File: src/rtl/pwm_capture.sv
// Measures an incoming PWM waveform: high time and period of each rising-edge
// frame in local clock cycles, with saturation-based stuck-level detection.
module pwm_capture #(
  parameter int WIDTH       = 23,
  parameter int SYNC_STAGES = 2
) (
  input  logic             clk,
  input  logic             reset_n,
  input  logic             enable,
  input  logic             pwm_in,
  output logic [WIDTH-1:0] high_time,
  output logic [WIDTH-1:0] period,
  output logic             valid,
  output logic             stuck_high,
  output logic             stuck_low
);

  localparam logic [WIDTH-1:0] CNT_MAX = '1;
  localparam logic [WIDTH-1:0] CNT_ONE = WIDTH'(1);

  typedef enum logic {ARM, MEAS} state_t;

  state_t                 state, state_nxt;
  logic [SYNC_STAGES-1:0] sync;
  logic                   s, s_d;
  logic                   rise, fall, sat_hit;
  logic [WIDTH-1:0]       per_cnt, hi_cnt, hi_lat;

  // NOTE: sequential state uses non-blocking assignments so every flop samples
  // pre-edge values regardless of process evaluation order.
  always_ff @(posedge clk or negedge reset_n) begin
    if (!reset_n) begin
      sync <= '0;
      s_d  <= 1'b0;
    end else begin
      sync <= {sync[SYNC_STAGES-2:0], pwm_in};
      s_d  <= sync[SYNC_STAGES-1];
    end
  end

  assign s    = sync[SYNC_STAGES-1];
  assign rise = s & ~s_d;
  assign fall = ~s & s_d;
  // A saturation publishes once; the stuck flags suppress repeats until re-armed.
  assign sat_hit = (per_cnt == CNT_MAX) && !(stuck_high || stuck_low);

  always_ff @(posedge clk or negedge reset_n) begin
    if (!reset_n) state <= ARM;
    else          state <= state_nxt;
  end

  // NOTE: the default assignment first keeps this block free of inferred latches.
  always_comb begin
    state_nxt = state;
    if (!enable)      state_nxt = ARM;
    else if (rise)    state_nxt = MEAS;
    else if (sat_hit) state_nxt = ARM;
  end

  always_ff @(posedge clk or negedge reset_n) begin
    if (!reset_n) begin
      per_cnt    <= '0;
      hi_cnt     <= '0;
      hi_lat     <= '0;
      high_time  <= '0;
      period     <= '0;
      valid      <= 1'b0;
      stuck_high <= 1'b0;
      stuck_low  <= 1'b0;
    end else begin
      valid <= 1'b0;
      if (!enable) begin
        per_cnt    <= '0;
        hi_cnt     <= '0;
        hi_lat     <= '0;
        stuck_high <= 1'b0;
        stuck_low  <= 1'b0;
      end else if (rise) begin
        // Only a rise that closes a measured frame publishes; in ARM it just arms.
        if (state == MEAS) begin
          high_time <= hi_lat;
          period    <= per_cnt;
          valid     <= 1'b1;
        end
        per_cnt    <= CNT_ONE;
        hi_cnt     <= CNT_ONE;
        hi_lat     <= '0;
        stuck_high <= 1'b0;
        stuck_low  <= 1'b0;
      end else if (sat_hit) begin
        period     <= CNT_MAX;
        high_time  <= s ? CNT_MAX : '0;
        valid      <= 1'b1;
        stuck_high <= s;
        stuck_low  <= ~s;
      end else begin
        if (per_cnt != CNT_MAX) per_cnt <= per_cnt + CNT_ONE;
        if (state == MEAS) begin
          if (s && hi_cnt != CNT_MAX) hi_cnt <= hi_cnt + CNT_ONE;
          if (fall) hi_lat <= hi_cnt;
        end
      end
    end
  end

endmodule
File: config.mk
export PLATFORM = sky130hd
export DESIGN_NAME = pwm_capture
export DESIGN_NICKNAME = d
export VERILOG_FILES = /design/src/rtl/pwm_capture.sv
export SDC_FILE = /design/constraint.sdc
export NUM_CORES = 1
export LEC_CHECK = 0
export CORE_ASPECT_RATIO = 1.2
export CORE_MARGIN = 5
export CORE_UTILIZATION = 50
export CTS_CLUSTER_DIAMETER = 120
export DETAILED_ROUTE_END_ITERATION = 10
export GPL_TIMING_DRIVEN = 0
export PLACE_DENSITY_LB_ADDON = 0.2
export SYNTH_ARGS = -nofsm -noshare
export SYNTH_HDL_FRONTEND = slang
export SYNTH_SLANG_ARGS = --single-unit
File: constraint.sdc
create_clock -name clk -period 3.2 [get_ports clk]
set_clock_uncertainty 0.1 [all_clocks]
set_input_delay 0.48 -clock clk [delete_from_list [all_inputs] [get_ports clk]]
set_output_delay 0.48 -clock clk [all_outputs]
set_load 0.05 [all_outputs]
==> results of run 1 <==
kinds of logic after synthesis:
family,after synthesis,share of synthesized area
and+or+nand+nor,210,0.191
buffers and inverters,44,0.0390
adders and majority gates,2,0.00449
muxes,11,0.0197
AOI/OAI and AO/OA,149,0.174
DFF,122,0.547
xor gates and xnor gates,15,0.0236
worst max-delay path, stage by stage:
cell,delay [ns]
clkdlybuf4s50_1,0.60
inv_1,0.21
or4_1,0.55
o31a_1,0.36
buf_6,0.17
buf_2,0.18
nand2_1,0.07
o21ai_0,0.08
report_power, final:
| group | switching [mW] | internal [mW] | total, mW |
|---|---|---|---|
| registers | 0.0860 | 1.69 | 1.78 |
| clock network | 0.630 | 0.997 | 1.63 |
| logic | 0.700 | 0.330 | 1.03 |
| total | 1.42 | 3.02 | 4.43 |
cells in the final DEF, fill, tap and decap left out, types with 11 or more instances in the layout:
master and count:
clkbuf_1 23, dfrtp_1 122, nor2_1 23, and3_1 14, clkdlybuf4s50_1 51, o21ai_0 72, o31ai_1 11, nand2_1 66
or4_1 12, clkbuf_16 17, a21oi_1 20, mux2i_1 11, nand3_1 42, o22a_1 20, or3_1 14
metal layers:
metal	global-route usage	part of all wire
met4	0.124	0.033
met5	0	0
met1	0.260	0.41
met2	0.376	0.51
met3	0.0481	0.040
final timing paths:
kind                                         from                       end  slack, ns
max                                        enable  high_time[4]$_DFFE_PN0P_       0.65
min                             sync[0]$_DFF_PN0_         sync[1]$_DFF_PN0_       0.26
max reg2reg                per_cnt[0]$_DFFE_PN0P_    hi_cnt[12]$_DFFE_PN0P_       0.67
min reg2reg                     sync[0]$_DFF_PN0_         sync[1]$_DFF_PN0_       0.26
max in group asynchronous                 reset_n     hi_cnt[4]$_DFFE_PN0P_       1.87
min in group asynchronous                 reset_n  high_time[5]$_DFFE_PN0P_       0.39
sequential cells by signal (all words and copies together), names as in the netlist:
name and count:
hi_cnt 23, hi_lat 23, high_time 23, per_cnt 23, period 23, s_d 1, state 1, stuck_high 1
stuck_low 1, sync 2, valid 1
cell type report:
cell class	instances	area share
clock inverters	5	0.00369
clock buffers	22	0.0684
plain buffers	36	0.0269
repair buffers	54	0.0824
inverters	8	0.00516
well taps	132	0.0243
multi-input cells	387	0.340
flip-flops and latches	122	0.450
stage by stage:
step                      utilization  hold WS [ns]  std cells  setup WS [ns]
after CTS                       0.618         0.258        766          0.678
after global placement          0.570         0.240        737          -3.11
after floorplan                     -        0.0844        553           1.03
after global routing            0.618         0.264        766          0.530
final                           0.618         0.256        766          0.653
after detailed placement        0.573         0.242        738          0.265
what timing repair did:
| action | 4_1_cts | 5_1_grt |
|---|---|---|
| hold buffers | 1 | 0 |
| hold endpoints to repair | 23 | 0 |
| setup buffers | 0 | 0 |
==> metrics, run 1 <==
outcome complete, no violations; final net count 632; fin. max-slew vios 0; Hold Crit Class reg -> reg; vias in the first global route 4,778; CTS H-tree lvls 4; post-synthesis cell area 5580 µm²; clk root buf clkbuf_16; CTS tree built; dominant cell type by area after synthesis dfrtp_1; EDFF count, synth 0; Sink Count 122; GRT Residual Overflow 0; DRT iter0 DRCs 216; post-CTS resize count 0; final instance area 6790 µm²; WS Path Type in -> reg; Clock Path Buffers 2; Initial Util 0.508; GPL Wtd Cong 0.917; pin count of the biggest net entering global routing 100; main area contributors after synthesis dfrtp_1 (55%), o21ai_0 (6.5%), nand2_1 (4.4%); WHS Path Cells 0; Ports 53; Yosys top cell area share 0.547; pwr dens 653 nW/µm²; crit-path max FO 10; Die ar. 13,400 µm²; layout cells sized above 1 0.0804; asr flop ratio synth 1.00; Worst-path clk slew 0.05 ns; Area after DPL 6290 µm²; Total GRT Usage 0.222; Tot Pwr 4.43 mW; Yosys warnings 0; worst slew pin tran 0.679 ns; Post-DP HPWL 9910 µm; Syn Area/Cell 10.1 µm²; part of the cycle the worst path needs 0.796; cell count after synthesis 553; Final Critical Period 2.55 ns; global-route wire length before repair 23,600 µm; Lkg Pwr 2.76 nW; die width 106 µm; DR pass1 iterations 4; clk_lat worst skew 0.41 ns; Routed Antenna Nets 0; Distinct cells, synth 49; Max-Cap Viols 0; Area growth syn-to-layout 21.8%; final setup vio count 0; # port buffers 52; total routed wirelength 13,800 µm; CP startpoint kind input port; Top FF cell, synth dfrtp_1; cts bufs inserted 17; top cells by count, synth dfrtp_1 (122), o21ai_0 (72), nand2_1 (66); Post-route DRC 0; most common cell in the netlist dfrtp_1; Rel. slew slack 0.545; wire length per cell 18.0 µm; ant diodes 0; multi-input logic area 2310 µm²; DR vias 4,492; unrepaired setup endpoints after global routing no; Final Hold Vio Count 0; Sequential Area 3050 µm²; chip height 126 µm; Core Region 11,000 µm²; arrival time worst endpoint 2.71 ns; data required time of the worst path 3.37 ns; # fillers 974; #FFs+latches synth 122; antenna violations before repair 0; setup TNS 0 ns; critical path endpoint category flip-flop; f_max 393 MHz; routed vias/inst 5.86; Max IR drop VDD 0.364 mV; # rows 42; sequential share of the synthesized area 0.547; Mapped Nets 559; R2R depth 8
Power figures use the tool's default switching activity.
==> run 2, diff against run 1 <==
==> constraint.sdc (replaced) <==
create_clock -name clk -period 2.15 [get_ports clk]
set_clock_uncertainty 0.1 [all_clocks]
set_input_delay 0.3225 -clock clk [delete_from_list [all_inputs] [get_ports clk]]
set_output_delay 0.3225 -clock clk [all_outputs]
set_load 0.05 [all_outputs]
==> run 2 against run 1 <==
Net effect: the run now ends with negative setup slack left; clock-buffer cell count shrank 5; critical path depth is the same; worst setup slack lost 0.76 ns; largest power group is now the clock network.
==> metrics, run 2 (synthesis gave the netlist of run 1 again) <==
die width 106 µm; final net count 658; CP peak stage delay 0.48 ns; data required time of the worst path 2.40 ns; Core Region 11,000 µm²; Routed Antenna Nets 0; multi-input logic area 2480 µm²; flop-to-flop setup slack -0.10 ns; reg2reg start per_cnt[1]$_DFFE_PN0P_; R2R depth 8; Hold EP sync[1]$_DFF_PN0_; unrepaired setup endpoints after global routing yes; PnR worst setup slack -0.105 ns; Post-DP HPWL 9900 µm; critical path's top delay family simple AND/OR/NAND/NOR gates; f_max 444 MHz; Clock power frac 0.404; DR pass1 iterations 5; Lkg Pwr 3.04 nW; Tot Pwr 7.14 mW; clk_lat worst skew 0.42 ns; routed vias/inst 5.91; clk root buf clkbuf_16; crit-path max FO 7; ant diodes 0; Clock Path Buffers 2; DRT iter0 DRCs 224; Final Hold Vio Count 0; pwr dens 964 nW/µm²; hold wc startpoint sync[0]$_DFF_PN0_; DR vias 4,712; Sequential Area 3060 µm²; most common cell after layout, fill and taps aside dfrtp_1; Slowest-stage cell, CP or3_4; Worst-path clk slew 0.06 ns; Rel. slew slack 0.577; vias in the first global route 4,794; worst slew pin tran 0.634 ns; Initial Util 0.508; most frequent cells in the layout dfrtp_1 (117), nand2_1 (55), o21ai_0 (48), clkdlybuf4s50_1 (48), nand3_1 (42); cells along the critical path ha_4, nand4_1, or3_4, o31a_1, buf_6, clkinv_8, buf_12, a2bb2oi_2; Die ar. 13,400 µm²; violated checks negative setup slack; critical path endpoint category flip-flop; GPL Wtd Cong 0.895; # port buffers 52; total routed wirelength 14,800 µm; chip height 126 µm; CTS H-tree lvls 4; Internal Power 4.87 mW; CP Launch Point per_cnt[1]$_DFFE_PN0P_; WHS 0.264 ns; setup TNS -3.31 ns; final setup vio count 56; Combinational Power Share 0.224; Area growth syn-to-layout 32.8%; Max-Cap Viols 0; pin count of the biggest net entering global routing 77; switch share 0.317; Post-route DRC 0; CP startpoint kind flip-flop; Psw 2.27 mW; arrival time worst endpoint 2.50 ns; Sink Count 122; WS Path Type reg -> reg; sequential group share of total power 0.372; Buf+Inv Stages, Crit Path 3; cts bufs inserted 17; part of the cycle the worst path needs 1.05; Hold Crit Class reg -> reg; layout cells sized above 1 0.186; global-route wire length before repair 24,000 µm; fin. max-slew vios 0; antenna violations before repair 0; r2r endpoint period[18]$_DFFE_PN0P_; GRT Residual Overflow 0; Final Critical Period 2.25 ns; Max IR drop VDD 0.609 mV; # fillers 828; pre-CTS setup slack -0.573 ns; WHS Path Cells 0; outcome finished, violations left; CTS tree built; # rows 42; Total GRT Usage 0.226; wire length per cell 18.5 µm; Ports 53
-- run 2: changes by cell type in the layout (fill, tap and decap cells not counted), moves of 7 or more --
cell,previous run,this run
nand2_1,66,55
clkbuf_1,23,13
nand2_2,0,11
buf_4,0,28
o21ai_0,72,48
buf_2,10,3
o21ai_1,4,26
-- run 2: repair_timing --
action / in CTS / in global routing
buffers inserted: 12 / 8
pin swaps: 20 / 33
setup endpoints to repair: 110 / 108
endpoints found under the hold margin: 46 / 0
hold buffers: 1 / 0
cloned: 2 / 5
gates resized for setup: 41 / 72
-- run 2: cell type report --
cell class | count | share of cell area
clock buffers | 17 | 0.0575
clock inverters | 15 | 0.0240
flip-flops and latches | 122 | 0.413
inverters | 8 | 0.00575
repair buffers | 81 | 0.109
multi-input cells | 387 | 0.335
plain buffers | 35 | 0.0330
well taps | 132 | 0.0223
-- run 2: metrics by stage --
stage,instances,util,area (µm²)
CTS,785,0.646,7090
detailed placement,738,0.573,6290
floorplan,553,-,5580
global placement,737,0.570,6260
global route,797,0.674,7400
finish,797,0.674,7400
-- run 2: per-layer routing --
layer  share of wire  track usage  wire length, µm
met1            0.39        0.272             5800
met2            0.53        0.394             7870
met3           0.044       0.0409              649
met4           0.030        0.101              443
met5               0            0                0
-- run 2: power by group through the flow --
stage	clock [mW]	combinational, mW	sequential (mW)
5_1_grt	3.03	1.69	2.69
2_1_floorplan	0	0.247	3.40
6_report	2.88	1.60	2.65
4_1_cts	2.91	1.58	2.65
3_5_place_dp	0	1.54	2.69
3_3_place_gp	0	1.52	2.68
-- run 2: worst max-delay path by stage --
stage | endpoint | slack, ns | depth (start not counted)
floorplan | high_time[0]$_DFFE_PN0P_ | 0.003 | 9
global placement | period[3]$_DFFE_PN0P_ | -4.04 | 1
detailed placement | high_time[1]$_DFFE_PN0P_ | -0.57 | 8
CTS | period[18]$_DFFE_PN0P_ | -0.07 | 9
global route | period[18]$_DFFE_PN0P_ | -0.19 | 8
finish | period[18]$_DFFE_PN0P_ | -0.10 | 8
==> run 3, diff against run 2 <==
--- a/config.mk
+++ b/config.mk
@@ -12,6 +12,7 @@
 export DETAILED_ROUTE_END_ITERATION = 10
 export GPL_TIMING_DRIVEN = 0
 export PLACE_DENSITY_LB_ADDON = 0.2
+export SLEW_MARGIN = 25
 export SYNTH_ARGS = -nofsm -noshare
 export SYNTH_HDL_FRONTEND = slang
 export SYNTH_SLANG_ARGS = --single-unit
==> run 3 against run 2 <==
Net effect: non-clock buffer count is the same; utilization about the same; critical endpoint unchanged; sequential share of layout area barely moved; worst hold slack about the same; final area about the same; highest routed layer unchanged; routed wire length increased by 0.21%; critical path depth is the same; maximum frequency rose by 0.11%; sequential power hardly changed; via count down 0.38%; the run still ends with negative setup slack left; die area did not move; global-route usage barely moved.
==> metrics, run 3 (synthesis gave the netlist of run 1 again) <==
Ports 53; final setup vio count 57; Combinational Power Share 0.224; Clock Path Buffers 2; CP startpoint kind flip-flop; WS Path Type reg -> reg; Routed Antenna Nets 0; Internal Power 4.87 mW; final core area utilization 0.674; die width 106 µm; Total GRT Usage 0.226; Rel. slew slack 0.585; data required time of the worst path 2.39 ns; R2R depth 8; antenna violations before repair 0; routed vias/inst 5.89; worst slew pin tran 0.622 ns; flop-to-flop setup slack -0.10 ns; Core Region 11,000 µm²; GPL Wtd Cong 0.895; fin cells 797; Tot Pwr 7.14 mW; switch share 0.317; total routed wirelength 14,800 µm; Final Critical Period 2.25 ns; wire length per cell 18.6 µm; Post-DP HPWL 9900 µm; Hold EP sync[1]$_DFF_PN0_; clk_lat worst skew 0.42 ns; # rows 42; Clock power frac 0.404; Area after DPL 6300 µm²; setup TNS -3.22 ns; Final Hold Vio Count 0; layout cells sized above 1 0.186; part of the cycle the worst path needs 1.05; Max IR drop VDD 0.609 mV; crit-path max FO 7; WHS 0.264 ns; Area growth syn-to-layout 32.8%; clk root buf clkbuf_16; unrepaired setup endpoints after global routing yes; Initial Util 0.508; PnR worst setup slack -0.102 ns; vias in the first global route 4,794; DR pass1 iterations 5; global-route wire length before repair 24,000 µm; final instance area 7410 µm²; # fillers 826; final net count 658; CTS tree built; r2r endpoint period[18]$_DFFE_PN0P_; cts bufs inserted 17; ant diodes 0; DR vias 4,694; # port buffers 52; Psw 2.27 mW; DRT iter0 DRCs 220; Worst-path clk slew 0.06 ns; most frequent cells in the layout dfrtp_1 (117), nand2_1 (55), o21ai_0 (48), clkdlybuf4s50_1 (48), nand3_1 (42); Hold Crit Class reg -> reg; reg2reg start per_cnt[1]$_DFFE_PN0P_; Post-route DRC 0; hold wc startpoint sync[0]$_DFF_PN0_; chip height 126 µm; dpl cells 738; pin count of the biggest net entering global routing 77; f_max 444 MHz; WHS Path Cells 0; outcome finished, violations left; GRT Residual Overflow 0; sequential group share of total power 0.372; pwr dens 964 nW/µm²; fin. max-slew vios 0; critical path endpoint category flip-flop; Lkg Pwr 3.04 nW; violated checks negative setup slack; Max-Cap Viols 0; most common cell after layout, fill and taps aside dfrtp_1; pre-CTS setup slack -0.573 ns; Die ar. 13,400 µm²; arrival time worst endpoint 2.50 ns; CTS H-tree lvls 4; Sink Count 122
[run 3: cell count changes in the layout (fill, tap and decap cells not counted)]
cell / delta
buf_6: -1
buf_8: +1
[run 3: routing by layer]
| layer | track usage | vias up | part of all wire |
|---|---|---|---|
| li1 | - | 2233 | - |
| met1 | 0.273 | 2303 | 0.40 |
| met2 | 0.394 | 125 | 0.53 |
| met3 | 0.0409 | 33 | 0.039 |
| met4 | 0.101 | 0 | 0.028 |
| met5 | 0 | - | 0 |
[run 3: timing repair]
| item | 4_1_cts | 5_1_grt |
|---|---|---|
| cloned | 2 | 5 |
| hold buffers | 1 | 0 |
| resized for setup | 41 | 72 |
| endpoints found under the setup margin | 110 | 108 |
| pin swaps | 20 | 33 |
| endpoints found under the hold margin | 46 | 0 |
| buffers inserted | 12 | 8 |
[run 3: worst max-delay path by stage]
stage                                    end              startpoint  slack (ns)
global placement       period[3]$_DFFE_PN0P_                 reset_n       -4.04
finish                period[18]$_DFFE_PN0P_  per_cnt[1]$_DFFE_PN0P_       -0.10
detailed placement  high_time[1]$_DFFE_PN0P_                  enable       -0.57
global route          period[18]$_DFFE_PN0P_  per_cnt[1]$_DFFE_PN0P_       -0.19
CTS                   period[18]$_DFFE_PN0P_  per_cnt[0]$_DFFE_PN0P_       -0.07
floorplan           high_time[0]$_DFFE_PN0P_  per_cnt[0]$_DFFE_PN0P_       0.003
[run 3: power groups by stage]
stage                     Sequential (mW)  Combinational, mW  Clock [mW]
after CTS                            2.65               1.58        2.91
after detailed placement             2.69               1.54           0
after global routing                 2.69               1.69        3.03
final                                2.65               1.60        2.88
after floorplan                      3.40              0.247           0
after global placement               2.68               1.52           0
[run 3: worst max-delay path, stage by stage, from the launching register on]
cell,delay (ns)
dfrtp_1,0.40
ha_4,0.16
nand4_1,0.13
or3_4,0.48
o31a_1,0.37
buf_6,0.19
clkinv_8,0.08
buf_12,0.12
a2bb2oi_2,0.14
[run 3: final cells by class]
class / instances / area (µm²) / area share
buffer: 35 / 244 / 0.0329
clock buffer: 17 / 425 / 0.0574
clock inverter: 15 / 178 / 0.0240
inverter: 8 / 42.5 / 0.00574
multi-input combinational: 387 / 2480 / 0.335
sequential: 122 / 3060 / 0.413
tap: 132 / 165 / 0.0223
timing repair buffer: 81 / 810 / 0.109
